===== config.mk =====
export PLATFORM = sky130hd
export DESIGN_NAME = cfg_build_unit
export DESIGN_NICKNAME = d
export VERILOG_FILES = /design/src/rtl/build_config_pkg.sv /design/src/rtl/cfg_log2_iter.sv /design/src/rtl/cfg_build_unit.sv
export SDC_FILE = /design/constraint.sdc
export NUM_CORES = 1
export LEC_CHECK = 0
export BUFFER_PORTS_ARGS = -buffer_cell sky130_fd_sc_hd__buf_2
export CAP_MARGIN = 20
export CORE_AREA = 2 2 314 316
export DETAILED_ROUTE_END_ITERATION = 16
export DIE_AREA = 0 0 316 318
export PLACE_DENSITY = 0.59
export SYNTH_ARGS = -nofsm -noshare
export SYNTH_HDL_FRONTEND = slang
export SYNTH_SLANG_ARGS = --single-unit

===== constraint.sdc =====
create_clock -name clk_i -period 13.5 [get_ports clk_i]
set_input_delay 2.025 -clock clk_i [delete_from_list [all_inputs] [get_ports clk_i]]
set_output_delay 2.025 -clock clk_i [all_outputs]
set_load 0.05 [all_outputs]

===== src/rtl/build_config_pkg.sv =====
// Shared types and constants for the runtime configuration builder.
package build_config_pkg;

  localparam int NCACHE_P = 2;
  localparam int CFG_W_P  = 32;
  localparam int LOG2_W   = 6;

  localparam int PLEN_RV32       = 34;
  localparam int PLEN_RV64       = 56;
  localparam int GPLEN_RV32      = 34;
  localparam int GPLEN_RV64      = 41;
  localparam int FETCH_WIDTH_MAX = 128;

  typedef struct packed {
    logic [CFG_W_P-1:0] byte_size;
    logic [CFG_W_P-1:0] set_assoc;
    logic [CFG_W_P-1:0] line_width;
  } cache_user_cfg_t;

  typedef struct packed {
    logic [CFG_W_P-1:0]                   xlen;
    logic [CFG_W_P-1:0]                   vlen;
    cache_user_cfg_t [NCACHE_P-1:0]       cache;
  } user_cfg_v2_t;

  typedef struct packed {
    logic [CFG_W_P-1:0] set_assoc;
    logic [CFG_W_P-1:0] set_assoc_width;
    logic [CFG_W_P-1:0] index_width;
    logic [CFG_W_P-1:0] offset_width;
    logic [CFG_W_P-1:0] tag_width;
    logic [CFG_W_P-1:0] line_width;
  } cache_cfg_t;

  typedef struct packed {
    logic [CFG_W_P-1:0]              xlen;
    logic [CFG_W_P-1:0]              vlen;
    logic [CFG_W_P-1:0]              plen;
    logic [CFG_W_P-1:0]              gplen;
    logic [CFG_W_P-1:0]              fetch_width;
    cache_cfg_t [NCACHE_P-1:0]       cache;
  } cfg_v2_t;

  typedef enum logic [2:0] {
    ERR_NONE, ERR_XLEN, ERR_VLEN, ERR_POW2, ERR_GEOM
  } cfg_err_e;

  typedef enum logic [2:0] {
    S_IDLE, S_CHECK, S_LOG2, S_FINAL, S_DONE
  } fsm_state_e;

  function automatic logic is_pow2(input logic [CFG_W_P-1:0] v);
    return (v != '0) && ((v & (v - CFG_W_P'(1))) == '0);
  endfunction

endpackage


===== src/rtl/cfg_log2_iter.sv =====
// Iterative log2 of a power-of-two operand: one right shift per cycle until
// the value reaches 1. An operand 2^k reports done in its (k+1)-th cycle.
module cfg_log2_iter
  import build_config_pkg::*;
#(
  parameter int W = CFG_W_P
) (
  input  logic              clk_i,
  input  logic              rst_ni,
  input  logic              clr_i,
  input  logic              start_i,
  input  logic [W-1:0]      val_i,
  output logic              busy_o,
  output logic              done_o,
  output logic [LOG2_W-1:0] log2_o
);

  logic [W-1:0]      sh_q, sh_d, cur;
  logic [LOG2_W-1:0] cnt_q, cnt_d, cnt_cur;
  logic              busy_q, busy_d, active;

  // The start cycle evaluates the fresh operand directly, so 2^0 finishes at once.
  always_comb begin
    cur     = start_i ? val_i : sh_q;
    cnt_cur = start_i ? '0 : cnt_q;
    active  = start_i || busy_q;
    done_o  = active && (cur == W'(1));
    log2_o  = cnt_cur;
    sh_d    = sh_q;
    cnt_d   = cnt_q;
    busy_d  = busy_q;
    if (clr_i) begin
      busy_d = 1'b0;
    end else if (active && !done_o) begin
      sh_d   = cur >> 1;
      cnt_d  = cnt_cur + LOG2_W'(1);
      busy_d = 1'b1;
    end else if (done_o) begin
      busy_d = 1'b0;
    end
  end

  always_ff @(posedge clk_i or negedge rst_ni) begin
    if (!rst_ni) begin
      sh_q   <= '0;
      cnt_q  <= '0;
      busy_q <= 1'b0;
    end else begin
      sh_q   <= sh_d;
      cnt_q  <= cnt_d;
      busy_q <= busy_d;
    end
  end

  assign busy_o = busy_q;

endmodule


===== src/rtl/cfg_build_unit.sv =====
// Sequential configuration builder: validates a user config, derives address
// widths and cache geometry with a time-shared log2 engine, returns the result.
module cfg_build_unit
  import build_config_pkg::*;
#(
  parameter int NCACHE = NCACHE_P,
  parameter int CFG_W  = CFG_W_P
) (
  input  logic         clk_i,
  input  logic         rst_ni,
  input  logic         req_valid_i,
  output logic         req_ready_o,
  input  user_cfg_v2_t req_cfg_i,
  input  logic         abort_i,
  output logic         rsp_valid_o,
  input  logic         rsp_ready_i,
  output cfg_v2_t      rsp_cfg_o,
  output cfg_err_e     rsp_err_o
);

  localparam int CIDX_W = (NCACHE > 1) ? $clog2(NCACHE) : 1;

  fsm_state_e      state_q, state_d;
  user_cfg_v2_t    req_q, req_d;
  cfg_v2_t         cfg_q, cfg_d, new_cfg;
  cfg_err_e        err_q, err_d, chk_err;
  logic [NCACHE-1:0][2:0][LOG2_W-1:0] lg_q, lg_d;
  logic [CIDX_W-1:0] cidx_q, cidx_d;
  logic [1:0]        fidx_q, fidx_d;

  logic              eng_start, eng_clr, eng_busy, eng_done;
  logic [CFG_W-1:0]  eng_val;
  logic [LOG2_W-1:0] eng_log2;
  logic              pow_bad, geom_err;
  logic [CFG_W-1:0]  plen;
  logic signed [CFG_W:0] idx_s [NCACHE];
  logic signed [CFG_W:0] tag_s [NCACHE];

  always_comb begin
    pow_bad = 1'b0;
    for (int c = 0; c < NCACHE; c++) begin
      if (!is_pow2(req_q.cache[c].byte_size) || !is_pow2(req_q.cache[c].set_assoc) ||
          (req_q.cache[c].line_width < CFG_W'(8)) || !is_pow2(req_q.cache[c].line_width >> 3))
        pow_bad = 1'b1;
    end
    chk_err = ERR_NONE;
    if (req_q.xlen != CFG_W'(32) && req_q.xlen != CFG_W'(64))
      chk_err = ERR_XLEN;
    else if (req_q.vlen == '0 || req_q.vlen > req_q.xlen)
      chk_err = ERR_VLEN;
    else if (pow_bad)
      chk_err = ERR_POW2;
  end

  // Operand order per cache: byte_size, set_assoc, line bytes.
  always_comb begin
    case (fidx_q)
      2'd0:    eng_val = req_q.cache[cidx_q].byte_size;
      2'd1:    eng_val = req_q.cache[cidx_q].set_assoc;
      default: eng_val = req_q.cache[cidx_q].line_width >> 3;
    endcase
    eng_clr   = (state_q != S_LOG2) || abort_i;
    eng_start = (state_q == S_LOG2) && !eng_busy && !abort_i;
  end

  cfg_log2_iter #(.W(CFG_W)) u_log2 (
    .clk_i   (clk_i),
    .rst_ni  (rst_ni),
    .clr_i   (eng_clr),
    .start_i (eng_start),
    .val_i   (eng_val),
    .busy_o  (eng_busy),
    .done_o  (eng_done),
    .log2_o  (eng_log2)
  );

  always_comb begin
    plen     = (req_q.xlen == CFG_W'(32)) ? CFG_W'(PLEN_RV32) : CFG_W'(PLEN_RV64);
    new_cfg  = '0;
    new_cfg.xlen  = req_q.xlen;
    new_cfg.vlen  = req_q.vlen;
    new_cfg.plen  = plen;
    new_cfg.gplen = (req_q.xlen == CFG_W'(32)) ? CFG_W'(GPLEN_RV32) : CFG_W'(GPLEN_RV64);
    new_cfg.fetch_width = (req_q.cache[0].line_width > CFG_W'(FETCH_WIDTH_MAX)) ?
                          CFG_W'(FETCH_WIDTH_MAX) : req_q.cache[0].line_width;
    geom_err = 1'b0;
    for (int c = 0; c < NCACHE; c++) begin
      idx_s[c] = (CFG_W+1)'(lg_q[c][0]) - (CFG_W+1)'(lg_q[c][1]) - (CFG_W+1)'(lg_q[c][2]);
      tag_s[c] = (CFG_W+1)'(plen) - idx_s[c] - (CFG_W+1)'(lg_q[c][2]);
      if (idx_s[c][CFG_W] || tag_s[c][CFG_W] || (tag_s[c] == '0))
        geom_err = 1'b1;
      new_cfg.cache[c].set_assoc       = req_q.cache[c].set_assoc;
      new_cfg.cache[c].set_assoc_width = CFG_W'(lg_q[c][1]);
      new_cfg.cache[c].index_width     = idx_s[c][CFG_W-1:0];
      new_cfg.cache[c].offset_width    = CFG_W'(lg_q[c][2]);
      new_cfg.cache[c].tag_width       = tag_s[c][CFG_W-1:0];
      new_cfg.cache[c].line_width      = req_q.cache[c].line_width;
    end
  end

  always_comb begin
    state_d = state_q;
    req_d   = req_q;
    cfg_d   = cfg_q;
    err_d   = err_q;
    lg_d    = lg_q;
    cidx_d  = cidx_q;
    fidx_d  = fidx_q;
    case (state_q)
      S_IDLE: begin
        if (req_valid_i) begin
          req_d   = req_cfg_i;
          state_d = S_CHECK;
        end
      end
      // A failed check still passes through FINAL, which then commits nothing.
      S_CHECK: begin
        err_d   = chk_err;
        cidx_d  = '0;
        fidx_d  = '0;
        state_d = (chk_err == ERR_NONE) ? S_LOG2 : S_FINAL;
      end
      S_LOG2: begin
        if (eng_done) begin
          lg_d[cidx_q][fidx_q] = eng_log2;
          if (fidx_q == 2'd2) begin
            fidx_d = '0;
            if (cidx_q == CIDX_W'(NCACHE-1)) state_d = S_FINAL;
            else                             cidx_d  = cidx_q + CIDX_W'(1);
          end else begin
            fidx_d = fidx_q + 2'd1;
          end
        end
      end
      S_FINAL: begin
        if (err_q == ERR_NONE) begin
          if (geom_err) err_d = ERR_GEOM;
          else          cfg_d = new_cfg;
        end
        state_d = S_DONE;
      end
      S_DONE: begin
        if (rsp_ready_i) state_d = S_IDLE;
      end
      default: state_d = S_IDLE;
    endcase
    if (abort_i && (state_q == S_CHECK || state_q == S_LOG2 || state_q == S_FINAL)) begin
      state_d = S_IDLE;
      cfg_d   = cfg_q;
      err_d   = err_q;
    end
  end

  always_ff @(posedge clk_i or negedge rst_ni) begin
    if (!rst_ni) begin
      state_q <= S_IDLE;
      req_q   <= '0;
      cfg_q   <= '0;
      err_q   <= ERR_NONE;
      lg_q    <= '0;
      cidx_q  <= '0;
      fidx_q  <= '0;
    end else begin
      state_q <= state_d;
      req_q   <= req_d;
      cfg_q   <= cfg_d;
      err_q   <= err_d;
      lg_q    <= lg_d;
      cidx_q  <= cidx_d;
      fidx_q  <= fidx_d;
    end
  end

  assign req_ready_o = (state_q == S_IDLE);
  assign rsp_valid_o = (state_q == S_DONE);
  assign rsp_cfg_o   = cfg_q;
  assign rsp_err_o   = err_q;

endmodule


==> results of run 1 <==
==> worst max-delay path: cells and delay by family (launching register included) <==
kind	cells	cell delay [ps]
flip-flops	1	360
AND/OR/NAND/NOR	2	540
buffers and inverters	7	2350
AO/OA/AOI/OAI	6	1100
adder cells (fa/ha/maj)	5	1890
multiplexers	1	410
XOR/XNOR	2	370
==> sequential cells by signal, indices dropped and copies added, names as in the netlist <==
name,cells
fidx_q,2
cidx_q,1
u_log2.sh_q,31
new_cfg,192
rsp_cfg_o,287
rsp_err_o,3
req_q,64
u_log2.cnt_q,6
u_log2.busy_o,1
lg_q,36
state_q,3
==> placed cells by master, fill, tap and decap left out, drive strengths merged, types with 19 or more instances in the layout <==
cell	n
a21oi	58
buf	672
clkbuf	101
clkinv	20
conb	160
dfrtp	626
ha	79
inv	128
mux2	504
mux2i	46
mux4	31
nand2	121
nand3	19
nand4	40
nor2	97
nor2b	46
nor3	46
nor4	66
o21ai	150
o31ai	21
or4	20
xnor2	19
==> stage by stage <==
step | area [um2] | hold slack (ps) | util [%] | instances | worst slack (ps)
2_1_floorplan | 32900 | 460 | - | 2911 | 8230
3_3_place_gp | 35500 | 465 | 36.5 | 4491 | 6340
3_5_place_dp | 35600 | 469 | 36.5 | 4492 | 6220
4_1_cts | 38100 | 483 | 39.2 | 4628 | 6190
5_1_grt | 38100 | 494 | 39.2 | 4631 | 5710
6_report | 38200 | 478 | 39.2 | 4636 | 6200
==> per-layer routing <==
metal,up-vias,routed length (um),track usage (%)
met3,265,7910,5.06
met1,11800,42000,25.4
li1,10600,-,-
met4,30,4810,9.53
met2,1043,52700,35.1
met5,-,168,0
==> cell type report <==
cell class / count / area [um2]
Clock inverter: 35 / 478
Timing Repair Buffer: 672 / 3500
Antenna cell: 8 / 20.0
Sequential cell: 626 / 15700
Fill cell: 9576 / 59300
Inverter: 124 / 465
Clock buffer: 101 / 2090
Multi-Input combinational cell: 1783 / 14300
Tap cell: 1287 / 1610
==> how the worst max path moves through the flow <==
stage / endpoint / depth (start not counted) / slack, ps
after floorplan: rsp_cfg_o[453]$_DFFE_PN0P_ / 23 / 8230
after global placement: rsp_cfg_o[173]$_DFFE_PN0P_ / 23 / 6340
after detailed placement: rsp_cfg_o[172]$_DFFE_PN0P_ / 19 / 6220
after CTS: rsp_cfg_o[174]$_DFFE_PN0P_ / 19 / 6190
after global routing: rsp_cfg_o[173]$_DFFE_PN0P_ / 22 / 5710
final: rsp_cfg_o[174]$_DFFE_PN0P_ / 23 / 6200
==> logic make-up after synthesis <==
group	synth area share, %
AOI/OAI and AO/OA	8.05
xor gates and xnor gates	0.840
adders and majority gates	3.77
buffers and inverters	9.13
DFF	48.5
muxes	21.1
other	0.0116
and+or+nand+nor	8.60
==> power by group <==
group / internal (W) / switching [W] / total [W]
combinational: 0.000871 / 0.00100 / 0.00187
sequential: 0.00232 / 0.000914 / 0.00324
clock: 0.00125 / 0.000856 / 0.00211
total: 0.00444 / 0.00277 / 0.00721
==> results.md, run 1 <==
* Core Area at 97400 um2
* Via density per instance at 5.11
* Period utilization at 54.0%
* Post-CTS Setup Bufs at 0
* Slowest stage cell, crit path: buf_4
* Synth Flop Type: dfrtp_1
* Top post-synthesis cells by area: dfrtp_1 (48%), mux2_2 (16%), buf_4 (6.1%)
* I/O Pins at 810
* Die Height at 318 um
* Fraction of layout cells with a size suffix above 1 at 39.1%
* Cell Pwr Density at 189 nW/um2
* Placer Congestion at 0.943
* Vias in the first global route at 23.1k
* RR Startpoint: lg_q[0]$_DFFE_PN0P_
* Slew @ Worst Pin at 1080 ps
* H-tree depth at 3
* R2R depth at 23
* Post-CTS sizing at 0
* Avg WL per Cell at 23.2 um
* Hold Vio Cnt, Final at 0
* First-pass iteration count of the detailed router at 5
* Yosys top cell by area: dfrtp_1
* Syn avg cell area at 11.7 um2
* Area fraction of the dominant cell type after synthesis at 48.5%
* Tightest Hold Check Type: flip-flop to flip-flop
* CTS Buffer Depth at 3
* Slew HR at 28.1%
* Detail Route Antenna Nets at 0
* Max cap viols at 0
* Clock Skews at 39.2 ps
* Num rows at 115
* Buffers on Ports at 649
* Pwr Total at 0.00721 W
* Aggregate routed wire length at 108000 um
* Initial antenna violation count at 38
* TNS Setup at 0 ps
* Max VDD drop at 0.000138 V
* Most frequent cell after synthesis: dfrtp_1
* TritonCTS Buffers at 76
* CP most frequent cell: inv_1
* Post-synth EDFFs at 0
* Clk slew on worst S/H paths at 60 ps
* Die X-Extent at 316 um
* CP Cell Sequence: inv_1 > ha_1 > inv_1 > fa_1 > inv_1 > fa_1 > inv_1 > a21oi_1 > o21bai_1 > xnor2_1 > fa_1 > ha_1 > a2111oi_0 > a21oi_1 > a31oi_1 > o21ai_1 > xor2_1 > or4_1 > nor4b_2 > buf_4 > buf_4 > buf_4 > mux2_2
* Max-slew violations at 0
* Yosys cell types at 83
* Nets at 3633
* Remaining global-route overflow at 0
* CTS tree: built
* Largest net degree at the start of global routing at 156
* Leak at 18.6 nW
* Hold Path Depth at 1
* All-layer global routing usage at 21.0%
* Initial Util at 33.2%
* WS Path Type: flip-flop to flip-flop
* Worst Setup Start Kind: flip-flop
* Sink Count at 626
* Post-synthesis cell area at 32300 um2
* Ys async rst share at 100%
* FF-to-FF End: rsp_cfg_o[174]$_DFFE_PN0P_
* Post-CTS Hold Fix Bufs at 0
* Initial DRC Count at 1753
* Hold EP: rsp_cfg_o[288]$_DFFE_PN0P_
* Flop2flop setup slack at 6200 ps
* F_max at 137 MHz
* # setup viols final at 0
* Clk Latency, worst-skew pair at 660 ps
* Root Buffer: clkbuf_16
* Unrepaired setup endpoints after global routing: false
* Syn Inst Count at 2752
* Sequential fraction of the synthesis area at 48.5%
* Crit path required time at 14010 ps
* Crit path from: lg_q[0]$_DFFE_PN0P_
* Status: completed
* Hold_sp: rsp_cfg_o[288]$_DFFE_PN0P_
* Syn. warnings at 0
* DR vias at 23.7k
* DIE AREA at 100000 um2
* Synth cell count leaders: dfrtp_1 (626), mux2_2 (449), buf_4 (262)
* DRC at 0
* Worst-path fanout max at 61
* Slowest cell delay on critical path at 770 ps
* Clock period minus final worst setup slack at 7300 ps
* Global-route wire length before repair at 156000 um
* Critical path capture point type: flip-flop
* Crit path DAT at 7810 ps
* Area Growth Syn to Fin at 18.0%
* Dpl hpwl at 82400 um
* Yosys reg bits at 626
No activity file was read; power rests on OpenSTA's default activity.
==> run 2, diff against run 1 <==
--- a/config.mk
+++ b/config.mk
@@ -5,12 +5,13 @@
 export SDC_FILE = /design/constraint.sdc
 export NUM_CORES = 1
 export LEC_CHECK = 0
+export ABC_AREA = 1
 export BUFFER_PORTS_ARGS = -buffer_cell sky130_fd_sc_hd__buf_2
 export CAP_MARGIN = 20
-export CORE_AREA = 2 2 314 316
+export CORE_AREA = 2 2 312 314
 export DETAILED_ROUTE_END_ITERATION = 16
-export DIE_AREA = 0 0 316 318
-export PLACE_DENSITY = 0.59
+export DIE_AREA = 0 0 314 316
+export PLACE_DENSITY = 0.64
 export SYNTH_ARGS = -nofsm -noshare
 export SYNTH_HDL_FRONTEND = slang
 export SYNTH_SLANG_ARGS = --single-unit
==> constraint.sdc (replaced) <==
create_clock -name clk_i -period 6.5 [get_ports clk_i]
set_input_delay 0.975 -clock clk_i [delete_from_list [all_inputs] [get_ports clk_i]]
set_output_delay 0.975 -clock clk_i [all_outputs]
set_load 0.05 [all_outputs]
==> run 2 against run 1 <==
  * Combinational power rose to 4.5 times the previous value
  * Sequential power rose by 110%
  * Critical path depth rose by 3
  * Routed wire length rose by 16%
  * Sequential share of layout area fell by 1.5 points
  * Final cell count rose by 35%
  * First-iteration DRC count rose by 46%
  * Critical endpoint is now rsp_cfg_o[517]$_DFFE_PN0P_
  * Largest power group is now combinational logic
==> results.md, run 2 <==
* Status: completed
* Yosys top cell by area: dfrtp_1
* Area fraction of the dominant cell type after synthesis at 46.4%
* Sink Count at 626
* Tightest Hold Check Type: input port to asynchronous set/reset pin
* Worst Setup Start Kind: flip-flop
* DR vias at 30.6k
* Die X-Extent at 314 um
* Synth cell count leaders: nand2_1 (1041), nor2_1 (684), dfrtp_1 (626)
* Max VDD drop at 0.000277 V
* Clk slew on worst S/H paths at 50 ps
* Post-synthesis cell area at 33800 um2
* CTS tree: built
* Unrepaired setup endpoints after global routing: false
* Vias in the first global route at 28.6k
* Buffers on Ports at 649
* Root Buffer: clkbuf_16
* F_max at 182 MHz
* Max FFs per register at 287
* Post-CTS sizing at 0
* Slew @ Worst Pin at 987 ps
* Aggregate routed wire length at 125000 um
* Global-route wire length before repair at 182000 um
* Core Area at 96000 um2
* Sequential fraction of the synthesis area at 46.4%
* Dpl hpwl at 99100 um
* Remaining global-route overflow at 0
* Period utilization at 84.7%
* Num rows at 114
* H-tree depth at 3
* Crit path buffers/inverters at 4
* Commonest cells after routing, fill and taps aside: nand2_1 (1040), nor2_1 (682), buf_2 (648)
* Die Height at 316 um
* WS Path Type: flip-flop to flip-flop
* Yosys cell types at 52
* Syn. warnings at 0
* RR Startpoint: lg_q[8]$_DFFE_PN0P_
* Max cap viols at 0
* CP most frequent cell: nand2_1
* Most common cell after layout, fill and taps aside: nand2_1
* Slowest cell delay on critical path at 490 ps
* Nets at 5272
* Final core utilization at 41.3%
* Fraction of layout cells with a size suffix above 1 at 17.4%
* Max-slew violations at 0
* Syn Inst Count at 4413
* CTS Buffer Depth at 3
* Crit path required time at 6970 ps
* Worst path depth at 26
* Hold Vio Cnt, Final at 0
* FF-to-FF End: rsp_cfg_o[517]$_DFFE_PN0P_
* Placer Congestion at 0.972
* Layout filler cell count at 9908
* Crit path DAT at 5980 ps
* Top post-synthesis cells by area: dfrtp_1 (46%), nand2_1 (12%), nor2_1 (7.6%)
* All-layer global routing usage at 24.5%
* Avg WL per Cell at 19.9 um
* Initial DRC Count at 2565
* Crit path from: lg_q[8]$_DFFE_PN0P_
* Delay-heaviest family, CP: adder cells
* I/O Pins at 810
* Clock period minus final worst setup slack at 5510 ps
* Clock Skews at 30.1 ps
* # setup viols final at 0
* Yosys reg bits at 626
* Synth Flop Type: dfrtp_1
* Via density per instance at 4.89
* Area Growth Syn to Fin at 17.3%
* First-pass iteration count of the detailed router at 5
* DIE AREA at 99200 um2
* Ys async rst share at 100%
* Leak at 21.0 nW
* Post-synth EDFFs at 0
* Syn avg cell area at 7.66 um2
* TNS Setup at 0 ps
* Post-CTS Setup Bufs at 0
* Initial Util at 35.2%
* Flop2flop setup slack at 990 ps
* Initial antenna violation count at 16
* TritonCTS Buffers at 76
* Slowest stage cell, crit path: fa_1
* Critical path capture point type: flip-flop
* Cell Pwr Density at 495 nW/um2
* Detail Route Antenna Nets at 0
* DRC at 0
* CP endpoint: rsp_cfg_o[517]$_DFFE_PN0P_
* Largest net degree at the start of global routing at 159
* Most frequent cell after synthesis: nand2_1
* Post-CTS Hold Fix Bufs at 0
* Worst-path fanout max at 130
* Clk Latency, worst-skew pair at 650 ps
* R2R depth at 26
* Slew HR at 34.2%
==> run 2: cell types whose count changed in the layout (fill, tap and decap cells not counted), moves of 138 or more <==
cell	delta
mux2_2	-419
nand3_1	+138
o21ai_0	+180
inv_1	+320
nand2_1	+919
nor2_1	+586
a21oi_1	+276
==> run 2: how the worst min path moves through the flow <==
stage                                 endpoint  cells after the start                       start  slack (ps)
floorplan               state_q[0]$_DFFE_PN0P_                      1      state_q[0]$_DFFE_PN0P_         440
global placement    rsp_cfg_o[294]$_DFFE_PN0P_                      2  rsp_cfg_o[294]$_DFFE_PN0P_         440
detailed placement  rsp_cfg_o[411]$_DFFE_PN0P_                      2  rsp_cfg_o[411]$_DFFE_PN0P_         450
CTS                 rsp_cfg_o[411]$_DFFE_PN0P_                      2  rsp_cfg_o[411]$_DFFE_PN0P_         460
global route        rsp_cfg_o[294]$_DFFE_PN0P_                      2  rsp_cfg_o[294]$_DFFE_PN0P_         470
finish                new_cfg[217]$_DFFE_PN0P_                      1                      rst_ni         450
==> run 2: final cells by class <==
cell class / instances / area [um2] / area share (%)
sequential: 626 / 15700 / 39.5
timing repair buffer: 680 / 3620 / 9.13
tap: 1276 / 1600 / 4.03
clock buffer: 108 / 2260 / 5.70
antenna: 6 / 15.0 / 0.0379
multi-input combinational: 3082 / 14400 / 36.4
inverter: 456 / 1710 / 4.32
clock inverter: 23 / 342 / 0.862
==> run 2: cell families after synthesis <==
family,Yosys count,share of synthesized area (%)
xor+xnor,25,0.648
simple gates,1982,23.5
flops,626,46.4
buf+inv,864,12.8
other cells,1,0.0111
compound gates,788,11.9
mux,38,1.24
fa+ha+maj,89,3.52
==> run 2: routing by layer <==
| metal | routed length, um | global-route usage, % | up-vias |
|---|---|---|---|
| li1 | - | - | 14700 |
| met1 | 50600 | 31.2 | 14500 |
| met2 | 59100 | 40.3 | 1186 |
| met3 | 10200 | 5.85 | 236 |
| met4 | 4840 | 9.11 | 8 |
| met5 | 53 | 0 | - |
==> run 2: per-stage QoR <==
step                      setup WS [ps]  hold slack, ps  instances  area, um2  power, W
after CTS                          1000             462       6250      39600    0.0197
after detailed placement           1050             447       6119      37000    0.0151
final                               991             455       6257      39600    0.0196
after global placement             1100             444       6118      37000    0.0150
after floorplan                    1920             441       4572      34400    0.0121
after global routing                565             471       6253      39600    0.0207
==> run 2: power by group <==
| part | internal [W] | total (W) | switching, W |
|---|---|---|---|
| Clock | 0.00270 | 0.00445 | 0.00175 |
| Sequential | 0.00534 | 0.00679 | 0.00145 |
| Combinational | 0.00203 | 0.00837 | 0.00634 |
==> run 3, diff against run 2 <==
--- a/config.mk
+++ b/config.mk
@@ -11,7 +11,7 @@
 export CORE_AREA = 2 2 312 314
 export DETAILED_ROUTE_END_ITERATION = 16
 export DIE_AREA = 0 0 314 316
-export PLACE_DENSITY = 0.64
+export PLACE_DENSITY = 0.61
 export SYNTH_ARGS = -nofsm -noshare
 export SYNTH_HDL_FRONTEND = slang
 export SYNTH_SLANG_ARGS = --single-unit
==> constraint.sdc (replaced) <==
create_clock -name clk_i -period 5.7 [get_ports clk_i]
set_input_delay 0.855 -clock clk_i [delete_from_list [all_inputs] [get_ports clk_i]]
set_output_delay 0.855 -clock clk_i [all_outputs]
set_load 0.05 [all_outputs]
==> run 3 against run 2 <==
  * Final cell count up 0.19%
  * Non-clock buffer count up 12
  * Largest cell class unchanged
  * Power up 15%
  * Clock power up 15%
  * First-iteration DRC count up 5.3%
  * Setup slack worse by 500 ps
  * Cell area up 0.36%
  * Critical endpoint is now rsp_cfg_o[382]$_DFFE_PN0P_
  * Largest power group unchanged
  * Die area unchanged
  * Utilization up 0.15 points
  * Sequential share of layout area down 0.14 points
  * Sequential power up 14%
==> results.md, run 3 (same netlist as run 2, synthesis figures left out) <==
* CP most frequent cell: nand2_1
* Cell Pwr Density at 565 nW/um2
* Post-route cell area at 39800 um2
* Remaining global-route overflow at 0
* Root Buffer: clkbuf_16
* Max cap viols at 0
* Multi-input logic area at 14400 um2
* CTS tree: built
* Vias in the first global route at 28.9k
* Hold Vio Cnt, Final at 0
* WS Path Type: flip-flop to flip-flop
* Die Height at 316 um
* Nets at 5283
* Slowest stage cell, crit path: fa_1
* Fraction of layout cells with a size suffix above 1 at 17.7%
* Crit path DAT at 5700 ps
* Area Growth Syn to Fin at 17.7%
* Dpl hpwl at 101000 um
* Core Area at 96000 um2
* Slew HR at 34.5%
* Buffers on Ports at 649
* Unrepaired setup endpoints after global routing: false
* Max-slew violations at 0
* Sink Count at 626
* DR vias at 30.8k
* Num rows at 114
* Status: completed
* H-tree depth at 3
* Initial DRC Count at 2701
* Placed Area at 37100 um2
* Commonest cells after routing, fill and taps aside: nand2_1 (1040), nor2_1 (682), buf_2 (648)
* Tightest Hold Check Type: input port to asynchronous set/reset pin
* DRC at 0
* Period utilization at 91.3%
* Max FFs per register at 287
* Leak at 21.1 nW
* Largest net degree at the start of global routing at 156
* Crit path required time at 6200 ps
* DIE AREA at 99200 um2
* All-layer global routing usage at 24.9%
* Aggregate routed wire length at 126000 um
* CTS Buffer Depth at 3
* Die X-Extent at 314 um
* Worst Setup Start Kind: flip-flop
* Clock period minus final worst setup slack at 5210 ps
* Global-route wire length before repair at 185000 um
* Initial Util at 35.2%
* Placer Congestion at 0.951
* Avg WL per Cell at 20.2 um
* Worst-path fanout max at 82
* TNS Setup at 0 ps
* Via density per instance at 4.91
* Clock Skews at 37.5 ps
* Slew @ Worst Pin at 983 ps
* Detail Route Antenna Nets at 0
* # setup viols final at 0
* Clk slew on worst S/H paths at 60 ps
* Most common cell after layout, fill and taps aside: nand2_1
* Layout filler cell count at 9948
* Initial antenna violation count at 19
* I/O Pins at 810
* Clk Latency, worst-skew pair at 650 ps
* Sequential cell area at 15700 um2
* Slowest cell delay on critical path at 460 ps
* Critical path capture point type: flip-flop
* First-pass iteration count of the detailed router at 6
* F_max at 192 MHz
* Max VDD drop at 0.000290 V
* TritonCTS Buffers at 75
run 3: changes by cell type in the layout (fill, tap and decap cells not counted), sizes merged:
cell / before / now
buf: 680 / 692
clkinv: 10 / 16
clkbuf: 108 / 103
diode: 6 / 3
bufinv: 7 / 9
clkinvlp: 3 / 4
inv: 459 / 458
run 3: layer usage:
metal  GRT usage (%)  wire length [um]  vias up
met2            40.9             59300     1160
met3            5.88              9900      251
li1                -                 -    14700
met5               0               110        -
met1            31.6             51500    14700
met4            10.3              5630       18
run 3: timing repair:
item / CTS / global route
hold buffers: 0 / 0
gates resized for setup: 0 / 1
endpoints found under the setup margin: 0 / 21
setup buffers: 0 / 1
run 3: final timing paths:
| path | from | to | slack, ps | cells after the start |
|---|---|---|---|---|
| max in group asynchronous | rst_ni | rsp_cfg_o[529]$_DFFE_PN0P_ | 4160 | 2 |
| min in group clk_i | req_cfg_i[74] | req_q[74]$_DFFE_PN0P_ | 450 | 2 |
| min reg2reg | rsp_cfg_o[294]$_DFFE_PN0P_ | rsp_cfg_o[294]$_DFFE_PN0P_ | 460 | 2 |
| min | rst_ni | rsp_cfg_o[208]$_DFFE_PN0P_ | 180 | 1 |
| max | lg_q[8]$_DFFE_PN0P_ | rsp_cfg_o[382]$_DFFE_PN0P_ | 490 | 27 |
| max reg2reg | lg_q[8]$_DFFE_PN0P_ | rsp_cfg_o[382]$_DFFE_PN0P_ | 490 | 27 |
run 3: cell type report:
cell class	count	area share, %
diodes	3	0.0189
clock buffers	103	5.44
clock inverters	31	1.12
inverters	456	4.30
multi-input cells	3082	36.2
flip-flops and latches	626	39.4
well taps	1276	4.02
repair buffers	692	9.47
run 3: worst max-delay path: cells and delay by family, from the launching register on:
kind,cells,cell delay (ps)
and+or+nand+nor,11,1160
adders and majority gates,4,1520
DFF,1,350
xor gates and xnor gates,2,430
AOI/OAI and AO/OA,5,870
buffers and inverters,5,630
run 3: per-stage QoR:
stage / cells / hold slack (ps) / setup WS, ps / total power [W] / util (%)
2_1_floorplan: 4572 / 441 / 1120 / 0.0138 / -
3_3_place_gp: 6131 / 444 / 458 / 0.0172 / 38.7
3_5_place_dp: 6131 / 447 / 416 / 0.0173 / 38.7
4_1_cts: 6265 / 172 / 357 / 0.0225 / 41.4
5_1_grt: 6267 / 196 / 63.0 / 0.0237 / 41.4
6_report: 6269 / 178 / 494 / 0.0225 / 41.4
run 3: power breakdown:
part	internal, W	leakage [nW]	switching (W)
combinational	0.00234	12.2	0.00729
clock	0.00308	1.27	0.00203
sequential	0.00609	7.66	0.00164
